### src/rtl/booth_mul_iter.sv
// Iterative radix-4 Booth multiplier with per-operand signedness.
// DIGITS_PER_CYCLE Booth digits are retired per clock.
// Operands arrive and the product leaves on valid/ready handshakes.
module booth_mul_iter #(
    parameter int unsigned WIDTH            = 8,
    parameter int unsigned DIGITS_PER_CYCLE = 1
) (
    input  logic               clk_i,
    input  logic               rst_ni,
    input  logic               flush_i,
    input  logic               in_valid_i,
    output logic               in_ready_o,
    input  logic [WIDTH-1:0]   a_i,
    input  logic [WIDTH-1:0]   b_i,
    input  logic               a_unsigned_i,
    input  logic               b_unsigned_i,
    output logic               out_valid_o,
    input  logic               out_ready_i,
    output logic [2*WIDTH-1:0] product_o
);

    localparam int unsigned ND  = WIDTH / 2 + 1;
    localparam int unsigned DPC = (DIGITS_PER_CYCLE == 0) ? 1 : DIGITS_PER_CYCLE;
    localparam int unsigned NI  = (ND + DPC - 1) / DPC;
    localparam int unsigned AW  = 2 * WIDTH + 2;
    localparam int unsigned BW  = WIDTH + 3;
    localparam int unsigned PW  = 2 * WIDTH;
    localparam int unsigned IW  = (NI > 1) ? $clog2(NI) : 1;
    localparam int unsigned SH  = 2 * DPC;

    // Reject parameter sets the datapath cannot represent
    if ((WIDTH % 2) != 0 || WIDTH < 4) begin : g_bad_width
        $fatal(1, "booth_mul_iter: WIDTH must be even and >= 4");
    end
    if (DIGITS_PER_CYCLE < 1 || DIGITS_PER_CYCLE > ND) begin : g_bad_dpc
        $fatal(1, "booth_mul_iter: DIGITS_PER_CYCLE must be in 1..WIDTH/2+1");
    end

    typedef enum logic [1:0] {
        S_IDLE = 2'd0,
        S_BUSY = 2'd1,
        S_DONE = 2'd2
    } state_e;

    state_e          state_q, state_d;
    logic            in_ready_q, in_ready_d;
    logic            out_valid_q, out_valid_d;
    logic [PW-1:0]   product_q, product_d;
    logic [AW-1:0]   acc_q, acc_d;
    // Multiplicand, pre-shifted so bit 0 lines up with the current digit group
    logic [AW-1:0]   mc_q, mc_d;
    // Booth windows {ext, ext, b, 0}; shifting in ext makes trailing digits zero
    logic [BW-1:0]   bx_q, bx_d;
    logic [IW-1:0]   iter_q, iter_d;

    logic [AW-1:0]   acc_step;
    logic [AW-1:0]   pp;
    logic            a_fill;
    logic            b_fill;

    // Sum of this iteration's DPC Booth-digit partial products onto the accumulator
    always_comb begin
        acc_step = acc_q;
        pp       = '0;
        for (int j = 0; j < int'(DPC); j++) begin
            pp = mc_q << (2 * j);
            case (bx_q[2*j+2 -: 3])
                3'b001, 3'b010: acc_step = acc_step + pp;
                3'b011:         acc_step = acc_step + {pp[AW-2:0], 1'b0};
                3'b100:         acc_step = acc_step - {pp[AW-2:0], 1'b0};
                3'b101, 3'b110: acc_step = acc_step - pp;
                default:        acc_step = acc_step;
            endcase
        end
    end

    // Next-state, datapath and registered-output logic
    always_comb begin
        state_d   = state_q;
        acc_d     = acc_q;
        mc_d      = mc_q;
        bx_d      = bx_q;
        iter_d    = iter_q;
        product_d = product_q;
        a_fill    = ~a_unsigned_i & a_i[WIDTH-1];
        b_fill    = ~b_unsigned_i & b_i[WIDTH-1];

        case (state_q)
            S_IDLE: begin
                if (in_valid_i && in_ready_q && !flush_i) begin
                    acc_d   = '0;
                    mc_d    = {{(AW-WIDTH){a_fill}}, a_i};
                    bx_d    = {b_fill, b_fill, b_i, 1'b0};
                    iter_d  = '0;
                    state_d = S_BUSY;
                end
            end
            S_BUSY: begin
                acc_d  = acc_step;
                mc_d   = mc_q << SH;
                bx_d   = BW'($signed(bx_q) >>> SH);
                iter_d = iter_q + 1'b1;
                if (iter_q == IW'(NI - 1)) begin
                    product_d = acc_step[PW-1:0];
                    iter_d    = '0;
                    state_d   = S_DONE;
                end
            end
            S_DONE: begin
                if (out_ready_i) begin
                    state_d = S_IDLE;
                end
            end
            default: state_d = S_IDLE;
        endcase

        // Flush wins over acceptance and delivery alike
        if (flush_i) begin
            state_d = S_IDLE;
            iter_d  = '0;
        end

        in_ready_d  = (state_d == S_IDLE);
        out_valid_d = (state_d == S_DONE);
    end

    // State and datapath registers
    always_ff @(posedge clk_i or negedge rst_ni) begin
        if (!rst_ni) begin
            state_q     <= S_IDLE;
            in_ready_q  <= 1'b1;
            out_valid_q <= 1'b0;
            product_q   <= '0;
            acc_q       <= '0;
            mc_q        <= '0;
            bx_q        <= '0;
            iter_q      <= '0;
        end else begin
            state_q     <= state_d;
            in_ready_q  <= in_ready_d;
            out_valid_q <= out_valid_d;
            product_q   <= product_d;
            acc_q       <= acc_d;
            mc_q        <= mc_d;
            bx_q        <= bx_d;
            iter_q      <= iter_d;
        end
    end

    assign in_ready_o  = in_ready_q;
    assign out_valid_o = out_valid_q;
    assign product_o   = product_q;

endmodule

### config.mk
export PLATFORM = sky130hd
export DESIGN_NAME = booth_mul_iter
export DESIGN_NICKNAME = d
export VERILOG_FILES = /design/src/rtl/booth_mul_iter.sv
export SDC_FILE = /design/constraint.sdc
export NUM_CORES = 1
export LEC_CHECK = 0
export ABC_AREA = 1
export CAP_MARGIN = 20
export CORE_ASPECT_RATIO = 0.6
export CORE_MARGIN = 2
export CORE_UTILIZATION = 25
export CTS_BUF_LIST = sky130_fd_sc_hd__clkbuf_4 sky130_fd_sc_hd__clkbuf_8
export CTS_CLUSTER_DIAMETER = 120
export CTS_CLUSTER_SIZE = 24
export DETAILED_ROUTE_END_ITERATION = 8
export PLACE_DENSITY = 0.42
export SLEW_MARGIN = 5
export SYNTH_ARGS = -nofsm -noshare
export SYNTH_HDL_FRONTEND = slang
export SYNTH_SLANG_ARGS = --single-unit
### constraint.sdc
create_clock -name clk_i -period 3.5 [get_ports clk_i]
set_input_delay 0.875 -clock clk_i [delete_from_list [all_inputs] [get_ports clk_i]]
set_output_delay 0.875 -clock clk_i [all_outputs]
set_load 0.01 [all_outputs]
---- After elaboration in Yosys (flattened, before gate mapping) ----
Index checks and enable logic that the tools add are counted.
word-level totals
  flip-flop bits (word level) ............. 70
  output and inout bits ................... 18
  word-level logic and storage cells ...... 63
  input bits .............................. 23
cells by class
  reduce and logical (&&, ||, !) cells .... 14
  bitwise gates (word level) .............. 5
  add/sub/neg operators ................... 5
  multiplexer cells ....................... 16
  equal/unequal tests ..................... 13
operators by type and width
  cell                                                                      number
  18-bit one-hot mux with 2 select lines                                    2
  18-bit one-hot mux with 4 select lines                                    1
  18-bit adder                                                              2
  18-bit two-way mux                                                        2
  18-bit subtractor                                                         2
  11-bit one-hot mux with 2 select lines                                    1
  3-bit equality test (second input constant)                               4
  11-bit two-way mux                                                        1
  3-bit two-way mux                                                         3
  2-bit two-way mux                                                         4
  3-bit by 2-bit equality test with 1-bit output (second input constant)    2
  2-bit one-hot mux with 3 select lines                                     1
  3-bit one-hot mux with 2 select lines                                     1
  2-bit AND reduction                                                       3
  3-bit AND reduction                                                       2
  5-bit by 1-bit inequality test with 1-bit output (second input constant)  1
  2-bit equality test (second input constant)                               2
  2-bit zero test                                                           2
  2-bit OR reduction                                                        2
  3-bit by 1-bit adder with 3-bit output (second input constant)            1
  3-bit by 1-bit equality test with 1-bit output (second input constant)    1
  3-bit inequality test (second input constant)                             1
  1-bit NOT                                                                 3
  3-bit nonzero test                                                        1
  6 further kinds                                                           8

---- Depth between registers and ports, before layout ----
  word-level depth ........................ 6
  mapped depth ............................ 23
  gate-level depth less buffers ........... 23

---- Worst setup path before layout ----
Ideal clock, no wire load.
  path type ............................... flip-flop to flip-flop
  from .................................... reg mc_q[0]
  to ...................................... reg acc_q[15]
  stages on the path, launching flop included .. 22
  arrival ................................. 2.651 ns
  path slack .............................. 0.732 ns
  data required time ...................... 3.384 ns
  clock period less this slack ............ 2.768 ns
  setup time .............................. 0.116 ns
  buffers on the path ..................... 0
  cells stage by stage .................... dfrtp_1 inv_1 ha_1 nand2_2 nor2_4 nand2_2 nor3_2 inv_1 o21ai_0 nand2_1 nand2_1 o21ai_0 ha_1 nand2_1 nor4_1 nand2_1 nand3_1 nand3_1 nand3_1 nand3_1 nand2_1 nand2_1
between the ends
  word-level cells in the longest chain between the ends .. 3
  elaborated cells on any way between the ends .. 6
  those cells by class .................... add/sub: 4; mux: 2
ends and longest elaborated chain
  what                                             line  text
  start: declaration                               51    logic [AW-1:0] mc_q, mc_d;
  start signal: assignment                         144   mc_q <= mc_d;
  18-bit subtractor, or another cell as far along  71    3'b101, 3'b110: acc_step = acc_step - pp;
  18-bit one-hot mux with 4 select lines *         67    case (bx_q[2*j+2 -: 3])
  18-bit one-hot mux with 2 select lines *         88    case (state_q)
  end signal: assignment                           134   acc_q <= '0;
  end signal: assignment                           143   acc_q <= acc_d;
  end: declaration                                 49    logic [AW-1:0] acc_q, acc_d;
Mark *: on every way between the ends. The rest lies on a longest branch, timed or not.
A chain may end at the register's enable or synchronous reset.

---- Worst setup path in the final report ----
  from .................................... reg bx_q[0]
  to ...................................... reg acc_q[9]
between the ends
  word-level cells in the longest chain between the ends .. 4
  elaborated cells on any way between the ends .. 10
  those cells by class .................... eq/ne: 6; mux: 2; reduce/logical: 2
ends and longest elaborated chain
  what                                               line  text
  start: declaration                                 53    logic [BW-1:0] bx_q, bx_d;
  start signal: assignment                           136   bx_q <= '0;
  start signal: assignment                           145   bx_q <= bx_d;
  3-bit equality test, or another cell as far along  67
  2-bit OR reduction                                 67
  18-bit one-hot mux with 4 select lines *           67
  18-bit one-hot mux with 2 select lines *           88
Marked as above.

==> results by group <==
CTS
  – Num CTS Buffers: 9
  – Max H-tree Level: 3
  – Clock buffer depth: 2
  – CTS tree: built
  – Post-CTS Hold Fix Bufs: 0
  – Clk_lat worst skew: 0.38 ns
  – Clk pin slew, worst setup/hold paths: 0.08 ns
  – Clock sinks: 66
  – CTS root buffer: clkbuf_8

Routing
  – Via Count: 4,966
  – DRC viols: 0
  – Via-to-Cell Ratio: 4.75
  – Initial DRT Pass Iterations: 5
  – Final ANT Viol Nets: 0
  – DRT Wirelength: 17,600 um
  – Drt wl/cell: 16.8 um
  – Number of DRC markers in iteration 0: 363

Timing
  – Slew Limit Fails: 0
  – Final setup viols: 0
  – Final min period: 3.26 ns
  – Final hold slack: 0.481 ns
  – Achievable clock frequency: 307 MHz
  – Slew margin rel.: 39.4%
  – Final clock skew: 0.0109 ns
  – Fin crit share: 93.2%
  – Final hold vios: 0
  – RSZ-0062 raised after global routing: no
  – Slew of the pin with the lowest slew margin: 0.909 ns

Critical path
  – Critical path, cell by cell: inv_1 > ha_1 > nand2_4 > buf_4 > o21ai_0 > ha_1 > a21oi_1 > o21ai_0 > inv_1 > nand2_1 > or2_2 > nand3_1 > o211ai_1 > nand2_1 > o21ai_1
  – Crit Path Max Fanout: 20
  – Critical Path Source Type: flop
  – Crit path capture type: flop
  – CP max stage delay: 0.41 ns
  – CP top delay family: compound AO/OA/AOI/OAI gates
  – Crit path arrival time: 3.50 ns
  – Worst r2r src: bx_q[0]
  – Buf+Inv Stages, Crit Path: 3
  – Setup CP Type: flop to flop
  – Worst path required time: 3.74 ns
  – Slowest stage cell on the critical path: dfrtp_1
  – Origin of the worst setup path: bx_q[0]

Power
  – Switching pwr: 3.57 mW
  – PwrDens: 1050 nW/um^2
  – Pwr Total: 6.41 mW
  – Leakage: 2.90 nW
  – Clock power frac: 10.9%
  – Internal Power: 2.84 mW
  – Combinational Power Share: 70.4%
  – Peak VDD IR: 0.288 mV
  – Switching fraction of total power: 55.7%
  – Sequential power share: 18.7%

Logic synthesis
  – Distinct cells, synth: 47
  – Warnings from Yosys: 0
  – Post-synth net total: 787
  – Async S/R FF share, synth: 100%
  – Synthesized area: 5140 um^2
  – Post-synth EDFFs: 0
  – Yosys reg bits: 66
  – Sequential area share after synthesis: 32.2%
  – Synth Flop Type: dfrtp_1
  – Average size of a mapped cell: 7.07 um^2
  – Cells after Synth: 726

Run status
  – Status: finished, final reports clean

Floorplan
  – DIE WIDTH: 189 um
  – Initial Util: 25.6%
  – Core Rows: 40
  – Top Ports: 41
  – Die height: 115 um
  – Die Area: 21,700 um^2
  – Total core area: 20,100 um^2

Global route
  – Largest net degree at the start of global routing: 67
  – First-pass GRT wire length: 27,400 um
  – Vias in the first global route: 4,600
  – Antenna violations before repair: 0
  – GRT overflow: 0
  – GRT Overall Usage: 16.8%

Min path
  – Min-delay worst type: flop to flop
  – Hold_sp: bx_q[10]

Cells and area
  – Most frequent cells in the layout: nand2_1, inv_1, dfrtp_1, o21ai_0, nor2_1
  – P&R area growth vs syn: 19.4%
  – Most common cell after layout, fill and taps aside: nand2_1
  – Final core utilization: 30.6%
  – Nets: 828
  – Share of cells above drive strength 1: 8.94%
  – Final Non-Filler Cells: 1,045
  – N_diodes: 0

Run
  – Max Cap Viol: 0

Placement
  – Placed Cells: 1,025
  – Dpl hpwl: 13,500 um
  – GP Congestion: 0.894
  – Buffers on Ports: 40
-- area by class of cell --
type	count	area, um^2
Fill cell	2167	13900
Multi-Input combinational cell	560	3140
Sequential cell	66	1650
Clock buffer	10	138
Clock inverter	6	65.1
Timing Repair Buffer	52	500
Inverter	78	295
Tap cell	273	342
-- layer usage --
| metal | GRT usage [%] | vias up | part of all wire [%] |
|---|---|---|---|
| li1 | - | 2503 | - |
| met2 | 20.5 | 139 | 35 |
| met3 | 5.86 | 16 | 7.8 |
| met5 | 0 | - | 0 |
| met4 | 4.22 | 0 | 1.2 |
| met1 | 26.6 | 2308 | 56 |
-- path summary, 6_finish.rpt --
kind,to,slack (ns),cells after the start
setup / recovery,acc_q[9],0.24,15
hold / removal,bx_q[10],0.48,2
max in group asynchronous,acc_q[5],2.27,1
min in group asynchronous,product_o[11],0.60,1
hold reg to reg,bx_q[10],0.48,2
setup reg to reg,acc_q[9],0.24,15
-- through the flow --
step | worst slack (ns) | TNS, ns | instance area [um^2]
2_1_floorplan | 0.732 | 0 | 5140
3_3_place_gp | -0.181 | -0.359 | 5840
3_5_place_dp | -0.173 | -0.339 | 5840
4_1_cts | 0.0320 | 0 | 6060
5_1_grt | 0.0159 | 0 | 6130
6_report | 0.240 | 0 | 6130
-- power groups by stage --
stage / sequential (mW) / clock (mW) / combinational [mW]
floorplan: 1.13 / 0 / 3.00
global placement: 1.20 / 0 / 4.34
detailed placement: 1.21 / 0 / 4.31
CTS: 1.19 / 0.737 / 4.38
global route: 1.23 / 0.768 / 5.06
finish: 1.20 / 0.700 / 4.51
-- state kept, by name, indices dropped and copies added (netlist names) --
name	cells
acc_q	16
mc_q	16
product_o	16
bx_q	11
iter_q	3
state_q	2
in_ready_o	1
out_valid_o	1
-- Yosys cell counts, types with 3 or more instances --
cell	instances	area, um^2
nand2_2	3	18.8
o21ai_1	7	35.0
o221ai_1	6	52.6
nand3_1	47	235
nand3_2	3	30.0
nor2_1	49	184
buf_2	9	45.0
o22ai_1	3	18.8
inv_1	74	278
xor2_1	12	105
o211ai_1	10	75.1
nor3_1	19	95.1
a21oi_1	31	155
nand2_1	212	796
nand3b_1	6	45.0
or2_2	5	31.3
ha_1	36	450
clkbuf_1	10	37.5
a31oi_1	4	25.0
nor2_4	6	67.6
o21ai_0	64	320
a221oi_1	11	96.3
inv_2	3	11.3
dfrtp_1	65	1630
-- cell families after synthesis --
kind of cell,count (synthesis),synth area share (%)
AOI/OAI and AO/OA,144,16.5
xor gates and xnor gates,14,2.39
DFF,66,32.2
adders and majority gates,38,9.55
buffers and inverters,100,7.87
and+or+nand+nor,364,31.5
-- tightest hold or removal path, cell delays in order (launching register included) --
cell and delay (ns):
dfrtp_1 0.35, nand2_1 0.05, nand2_1 0.05
-- repair_timing --
| item | in CTS | in global routing |
|---|---|---|
| pin swaps | 2 | 6 |
| buffers inserted | 1 | 3 |
| resized for setup | 3 | 13 |
| endpoints found under the setup margin | 2 | 14 |
Power figures use the tool's default switching activity.
